<file path="src/rtl/iob_vexriscv_dbus_bridge.sv">
// Bridges the VexRiscv data-bus command/response port onto the IOb native bus.
// Define IOB_DBUS_MISALIGN_TRAP_EN to answer misaligned half/word accesses with an error.
module iob_vexriscv_dbus_bridge #(
  parameter int ADDR_W    = 32,
  parameter int DATA_W    = 32,
  parameter int TIMEOUT_W = 8
) (
  input  logic                clk,
  input  logic                rst,
  input  logic                cmd_valid,
  output logic                cmd_ready,
  input  logic                cmd_wr,
  input  logic [1:0]          cmd_size,
  input  logic [ADDR_W-1:0]   cmd_address,
  input  logic [DATA_W-1:0]   cmd_data,
  output logic                rsp_valid,
  output logic                rsp_error,
  output logic [DATA_W-1:0]   rsp_data,
  output logic                m_valid,
  output logic [ADDR_W-1:0]   m_address,
  output logic [DATA_W-1:0]   m_wdata,
  output logic [DATA_W/8-1:0] m_wstrb,
  input  logic                m_ready,
  input  logic [DATA_W-1:0]   m_rdata
);

`ifdef IOB_DBUS_MISALIGN_TRAP_EN
  localparam bit TRAP_EN = 1'b1;
`else
  localparam bit TRAP_EN = 1'b0;
`endif

  // The timer value seen in the last BUSY cycle before it would reach all-ones.
  localparam logic [TIMEOUT_W-1:0] TIMER_LAST = ~TIMEOUT_W'(1);

  typedef enum logic [1:0] {IDLE, BUSY, RESP} state_t;

  state_t               state;
  logic [TIMEOUT_W-1:0] timer;
  logic [3:0]           size_mask;
  logic [6:0]           strobe_wide;
  logic [3:0]           next_wstrb;
  logic [DATA_W-1:0]    next_wdata;
  logic                 misaligned;
  logic                 accept;

  assign cmd_ready = (state == IDLE) && !rst;
  assign accept    = cmd_valid && cmd_ready;

  always_comb begin
    size_mask  = 4'h0;
    next_wdata = cmd_data;
    case (cmd_size)
      2'd0: begin
        size_mask  = 4'h1;
        next_wdata = {4{cmd_data[7:0]}};
      end
      2'd1: begin
        size_mask  = 4'h3;
        next_wdata = {2{cmd_data[15:0]}};
      end
      2'd2: size_mask = 4'hF;
      default: size_mask = 4'h0;
    endcase
    // Misaligned strobes simply fall off the top lane when not trapped.
    strobe_wide = {3'b000, size_mask} << cmd_address[1:0];
    next_wstrb  = cmd_wr ? strobe_wide[3:0] : 4'h0;
    misaligned  = ((cmd_size == 2'd1) && cmd_address[0]) ||
                  ((cmd_size == 2'd2) && (cmd_address[1:0] != 2'b00));
  end

  always_ff @(posedge clk) begin
    if (rst) begin
      state     <= IDLE;
      timer     <= '0;
      m_valid   <= 1'b0;
      m_address <= '0;
      m_wdata   <= '0;
      m_wstrb   <= '0;
      rsp_valid <= 1'b0;
      rsp_error <= 1'b0;
      rsp_data  <= '0;
    end else begin
      case (state)
        IDLE: begin
          rsp_valid <= 1'b0;
          rsp_error <= 1'b0;
          if (accept) begin
            m_address <= cmd_address;
            m_wdata   <= next_wdata;
            m_wstrb   <= next_wstrb;
            timer     <= '0;
            if (TRAP_EN && misaligned) begin
              rsp_valid <= 1'b1;
              rsp_error <= 1'b1;
              rsp_data  <= '0;
              state     <= RESP;
            end else begin
              m_valid <= 1'b1;
              state   <= BUSY;
            end
          end
        end
        BUSY: begin
          // A zero strobe means read semantics, including size 3 writes.
          if (m_ready) begin
            m_valid <= 1'b0;
            if (m_wstrb == '0) begin
              rsp_valid <= 1'b1;
              rsp_error <= 1'b0;
              rsp_data  <= m_rdata;
              state     <= RESP;
            end else begin
              state <= IDLE;
            end
          end else if (timer == TIMER_LAST) begin
            m_valid   <= 1'b0;
            rsp_valid <= 1'b1;
            rsp_error <= 1'b1;
            rsp_data  <= '0;
            state     <= RESP;
          end else begin
            timer <= timer + TIMEOUT_W'(1);
          end
        end
        RESP: begin
          rsp_valid <= 1'b0;
          rsp_error <= 1'b0;
          state     <= IDLE;
        end
        default: state <= IDLE;
      endcase
    end
  end

endmodule

</file>
<file path="config.mk">
export PLATFORM = sky130hd
export DESIGN_NAME = iob_vexriscv_dbus_bridge
export DESIGN_NICKNAME = d
export VERILOG_FILES = /design/src/rtl/iob_vexriscv_dbus_bridge.sv
export SDC_FILE = /design/constraint.sdc
export NUM_CORES = 1
export LEC_CHECK = 0
export ABC_AREA = 0
export CAP_MARGIN = 30
export CORE_MARGIN = 1.5
export CORE_UTILIZATION = 38
export CTS_CLUSTER_SIZE = 40
export DETAILED_ROUTE_END_ITERATION = 6
export HOLD_SLACK_MARGIN = 0.02
export PLACE_DENSITY_LB_ADDON = 0.05
export SLEW_MARGIN = 20
export SYNTH_ARGS = -nofsm -noshare
export SYNTH_HDL_FRONTEND = slang
export SYNTH_SLANG_ARGS = --single-unit
</file>
<file path="constraint.sdc">
create_clock -name clk -period 1.61 [get_ports clk]
set_input_delay 0.2415 -clock clk [delete_from_list [all_inputs] [get_ports clk]]
set_output_delay 0.2415 -clock clk [all_outputs]
set_load 0.005 [all_outputs]
</file>
==> reports/metrics.csv, run 1 <==
metric,value,unit
synth_top_family_by_area,simple AND/OR/NAND/NOR gates,
irDropWorstVdd,0.720,mV
rows,39,
htree_levels,4,
first_iter_violations,234,
dieArea,12800,µm²
cts_buffers,17,
drv_cap,0,
fillers,945,
required,1940,ps
die_h,113,µm
cp_max_fo,12,
synth_compound_area_share,17.8,%
synth_top_cell_area_share,49.2,%
intPower,6.64,mW
antenna_found_initial,0,
routed-via-count,4837,
avgSynthCellArea,8.35,µm²
yosys.area_share.adder,1.63,%
syn_to_final_growth,76.4,%
root_buffer,clkbuf_16,
grtUsageTotal,21.6,%
yosysWarnings,0,
globalplace.congestion,0.802,
fin_worst_skew,5.73,ps
p_sw,1.89,mW
power_frac_seq,36.0,%
cts_tree,yes,
clockPowerShare,48.2,%
end_kind,flip-flop,
routed_wl,14600,µm
hold_path_class,input pin to flip-flop,
final_cell_mix,"clkdlybuf4s50_1 (201), nand2_1 (132), dfxtp_1 (112)",
drive_above_1_share,14.4,%
grt_start_max_net_pins,114,
nets,900,
worstSetupPathType,flip-flop to flip-flop,
syn-cell-area,4600,µm²
power_leakage,3.21,nW
yosysSeqAreaShare,49.2,%
switching_share,22.2,%
crit_chain,o41a_1 -> buf_6 -> nor3b_4 -> buf_4 -> clkbuf_16 -> nand2_1 -> a21oi_1,
fmax,592,MHz
synth_edf_count,0,
placed_area,7140,µm²
cp.arrival,2020,ps
drc_errors,0,
violations,setup timing,
worst-slew-pin-transition,467,ps
dp_hpwl,9650,µm
ys.flop_type,dfxtp_1,
clock-sinks,113,
syn_nets,660,
layout.cells.non_filler,947,
ant_nets,0,
worst_setup_path_start_kind,flip-flop,
drv_slew,0,
final-hold-violation-count,0,
grt_overflow,0,
cpLargestDelayFamily,compound AO/OA/AOI/OAI gates,
start_util,39.6,%
crit_buf_inv,3,
synthCells,551,
core_area,11600,µm²
power.density,1050,nW/µm²
ys_types,44,
die_w,113,µm
crit_slowest_cell,o41a_1,
wl_per_cell,15.4,µm
ys_top_cells_by_area,"dfxtp_1 (49%), nand2_1 (11%), nand3b_1 (6.9%), o21ai_0 (5.3%), a21oi_1 (4.5%)",
grt_pass1_vias,4632,
synthXorXnorAreaFrac,0.190,%
clkTransAtPathRegs,50,ps
clk_latency,410,ps
finalCritPeriodShare,105,%
grt_pass1_wl,22100,µm
synthMuxAreaShare,0.680,%
outcome,"finished, violations left",
rsz0062_at_grt,yes,
clockBufferDepth,2,
final_common_cell,clkdlybuf4s50_1,
n_antenna_cell,0,
via_per_inst,5.11,
design_area,8110,µm²
synth-simple-area-share,26.2,%
max_stage_delay,460,ps
post-place-cells,907,
port_buffers,206,
synth_largest_area_cell,dfxtp_1,
fin_ws,-78.0,ps
ys_seq_elements,113,
ys_async_sr_fraction,0,%
ioPinCount,207,
min_period,1690,ps
dr.pass1.iters,4,
finalSetupViolCount,30,
slew-limit-headroom,68.9,%
p_comb_share,15.8,%
-- cell usage after synthesis (2+ instances only) --
library cell,n
and2_1,3
a221oi_2,4
mux2i_1,2
a211oi_1,16
a31oi_1,2
clkbuf_1,21
a311oi_1,8
nand3b_1,42
clkbuf_2,2
nor3_1,4
inv_1,5
a21oi_1,41
nand4_1,4
nor2_1,32
dfxtp_1,113
buf_2,13
nand3_1,7
nand2b_1,15
nand2_1,132
buf_1,5
o21ai_0,49
a221oi_1,4
ha_1,6
-- power groups by stage --
stage | Combinational [mW] | Sequential, mW | Clock [mW]
global placement | 1.23 | 3.11 | 0
finish | 1.35 | 3.07 | 4.11
floorplan | 0.413 | 3.13 | 0
global route | 1.46 | 3.09 | 4.29
CTS | 1.26 | 3.07 | 4.16
detailed placement | 1.24 | 3.12 | 0
-- worst paths after layout --
check | startpoint | end | slack [ps] | cells past startpoint
setup / recovery | m_wstrb[3] | rsp_data[14] | -80 | 7
hold / removal | rst | m_valid | 320 | 4
setup reg to reg | m_wstrb[3] | rsp_data[14] | -80 | 7
hold reg to reg | m_address[12] | m_address[12] | 470 | 2
-- sequential cells by signal, indices dropped and copies added (netlist names) --
register / count
rsp_data: 32
timer: 8
m_address: 32
state: 2
m_valid: 1
m_wstrb: 4
rsp_error: 1
rsp_valid: 1
m_wdata: 32
-- tightest hold or removal path: stages --
cell and delay, ps:
buf_4 100, or4b_4 160, buf_6 120, a21oi_1 60
-- metrics by stage --
| step | setup slack (ps) | hold WS (ps) | util, % | total power, mW | setup TNS [ps] |
|---|---|---|---|---|---|
| after floorplan | 1.23 | 331 | - | 3.54 | 0 |
| after global placement | -487 | 449 | 61.5 | 4.34 | -32810 |
| after detailed placement | -522 | 461 | 61.5 | 4.36 | -34570 |
| after CTS | -36.1 | 262 | 67.5 | 8.49 | -228 |
| after global routing | -119 | 335 | 69.9 | 8.84 | -3080 |
| final | -78.0 | 324 | 69.9 | 8.53 | -855 |
-- area by class of cell --
type                    count  area [µm²]  share of cell area (%)
clock inverters            10         180                    2.22
multi-input cells         391        2300                    28.3
inverters                   5        18.8                   0.231
flip-flops and latches    113        2260                    27.9
repair buffers            263        2700                    33.3
well taps                 143         179                    2.21
clock buffers              22         474                    5.85
-- metal layers --
layer / global-route usage (%) / share of wire (%) / wire length [µm] / vias up
li1: - / - / - / 2382
met1: 25.2 / 43 / 6250 / 2266
met2: 36.6 / 48 / 7030 / 171
met3: 7.61 / 7.3 / 1070 / 18
met4: 8.25 / 1.5 / 222 / 0
met5: 0 / 0 / 0 / -
-- repair_timing --
item | 4_1_cts | 5_1_grt
endpoints found under the setup margin | 95 | 47
gates resized for setup | 25 | 43
pin swaps | 0 | 4
buffers inserted | 0 | 4
hold buffers | 0 | 0
cloned | 0 | 4
-- cells by family after synthesis --
logic type | count (synthesis)
XOR/XNOR | 1
flip-flops | 113
adder cells (fa/ha/maj) | 6
buffers and inverters | 47
AO/OA/AOI/OAI | 132
multiplexers | 3
AND/OR/NAND/NOR | 249
(Power assumes the default switching activity.)
==> run 2: changes to the inputs <==
CORE_UTILIZATION = 39   (was 38)
CTS_BUF_LIST = sky130_fd_sc_hd__clkbuf_8   (was unset)
==> reports/metrics.csv, run 2 (synthesis results as in run 1) <==
metric,value,unit
drc_errors,0,
grt_overflow,0,
core_area,11500,µm²
rsz0062_at_grt,yes,
globalplace.congestion,0.837,
fin_tns_setup,-1520,ps
cts_tree,yes,
drv_cap,0,
dr.pass1.iters,4,
finalCritPeriodShare,105,%
violations,setup timing,
cp.arrival,2030,ps
grt_pass1_vias,4667,
drv_slew,0,
final_common_cell,clkdlybuf4s50_1,
clock-sinks,113,
final_cell_mix,"clkdlybuf4s50_1 (199), nand2_1 (130), dfxtp_1 (112)",
worst_setup_path_start_kind,flip-flop,
dieArea,12500,µm²
layout.cells.non_filler,939,
die_w,112,µm
dp_hpwl,9660,µm
cp_max_fo,8,
power.density,844,nW/µm²
final-hold-violation-count,0,
fin_worst_skew,11.9,ps
die_h,112,µm
power_leakage,3.04,nW
rows,39,
required,1950,ps
first_iter_violations,323,
routed-via-count,4793,
syn_to_final_growth,67.6,%
min_period,1690,ps
grt_pass1_wl,22500,µm
ant_nets,0,
routed_wl,14300,µm
end_kind,flip-flop,
cts_buffers,17,
grt_start_max_net_pins,114,
post-place-cells,906,
reg_top3,"m_address (32), m_wdata (32), rsp_data (32)",
outcome,"finished, violations left",
cts_hold_buf,0,
nets,899,
fin_ws,-83.1,ps
clockBufferDepth,2,
n_antenna_cell,0,
fillers,981,
htree_levels,4,
irDropWorstVdd,0.566,mV
fmax,591,MHz
ioPinCount,207,
hold_path_class,input pin to flip-flop,
worst-slew-pin-transition,460,ps
grtUsageTotal,22.2,%
drive_above_1_share,14.3,%
antenna_found_initial,0,
wl_per_cell,15.3,µm
clk_latency,420,ps
root_buffer,clkbuf_8,
finalSetupViolCount,32,
clkTransAtPathRegs,70,ps
worstSetupPathType,flip-flop to flip-flop,
start_util,40.1,%
port_buffers,206,
slew-limit-headroom,69.3,%
via_per_inst,5.10,
[run 2: final cells by class]
cell class | instances | area [µm²] | area share (%)
repair buffers | 262 | 2650 | 34.3
flip-flops and latches | 113 | 2260 | 29.4
well taps | 143 | 179 | 2.32
clock buffers | 20 | 275 | 3.57
multi-input cells | 391 | 2310 | 29.9
inverters | 5 | 18.8 | 0.243
clock inverters | 5 | 21.3 | 0.276
[run 2: metal layers]
| metal | vias to the layer above | share of wire [%] | wire (µm) | global-route usage [%] |
|---|---|---|---|---|
| met5 | - | 0 | 0 | 0 |
| met4 | 0 | 1.6 | 236 | 9.03 |
| li1 | 2387 | - | - | - |
| met2 | 170 | 49 | 7010 | 36.9 |
| met3 | 21 | 7.6 | 1090 | 7.57 |
| met1 | 2215 | 42 | 6000 | 26.4 |
[run 2: metrics by stage]
| step | setup WS, ps | util (%) | hold WS (ps) | power, mW | instance area [µm²] |
|---|---|---|---|---|---|
| 2_1_floorplan | 1.23 | - | 331 | 3.54 | 4600 |
| 3_3_place_gp | -452 | 62.3 | 449 | 4.34 | 7140 |
| 3_5_place_dp | -480 | 62.3 | 461 | 4.36 | 7140 |
| 4_1_cts | -44.5 | 65.2 | 314 | 6.50 | 7480 |
| 5_1_grt | -126 | 67.2 | 346 | 6.81 | 7710 |
| 6_report | -83.1 | 67.2 | 343 | 6.50 | 7710 |
[run 2: timing repair]
| action | in CTS | in global routing |
|---|---|---|
| buffers inserted | 0 | 5 |
| pin swaps | 0 | 7 |
| cloned | 0 | 3 |
| setup endpoints to repair | 77 | 59 |
| gates resized for setup | 26 | 43 |
[run 2: worst paths after layout]
path	to	startpoint	slack, ps	depth (start not counted)
max	rsp_data[31]	m_wstrb[2]	-80	7
min	m_address[25]	cmd_address[25]	340	3
max reg2reg	rsp_data[31]	m_wstrb[2]	-80	7
min reg2reg	rsp_data[3]	rsp_data[3]	470	2
[run 2: critical path, stage by stage, from the launching register on]
cell and delay, ps:
dfxtp_2 320, o41a_1 450, buf_6 140, nor3b_4 200, buf_6 160, buf_6 140
nand2_1 60, a21oi_1 130
[run 2: report_power, final]
group / internal, mW / switching, mW / leakage, nW
Clock: 1.10 / 1.01 / 0.168
Sequential: 2.97 / 0.0909 / 0.925
Combinational: 0.790 / 0.538 / 1.95
Total: 4.86 / 1.64 / 3.04
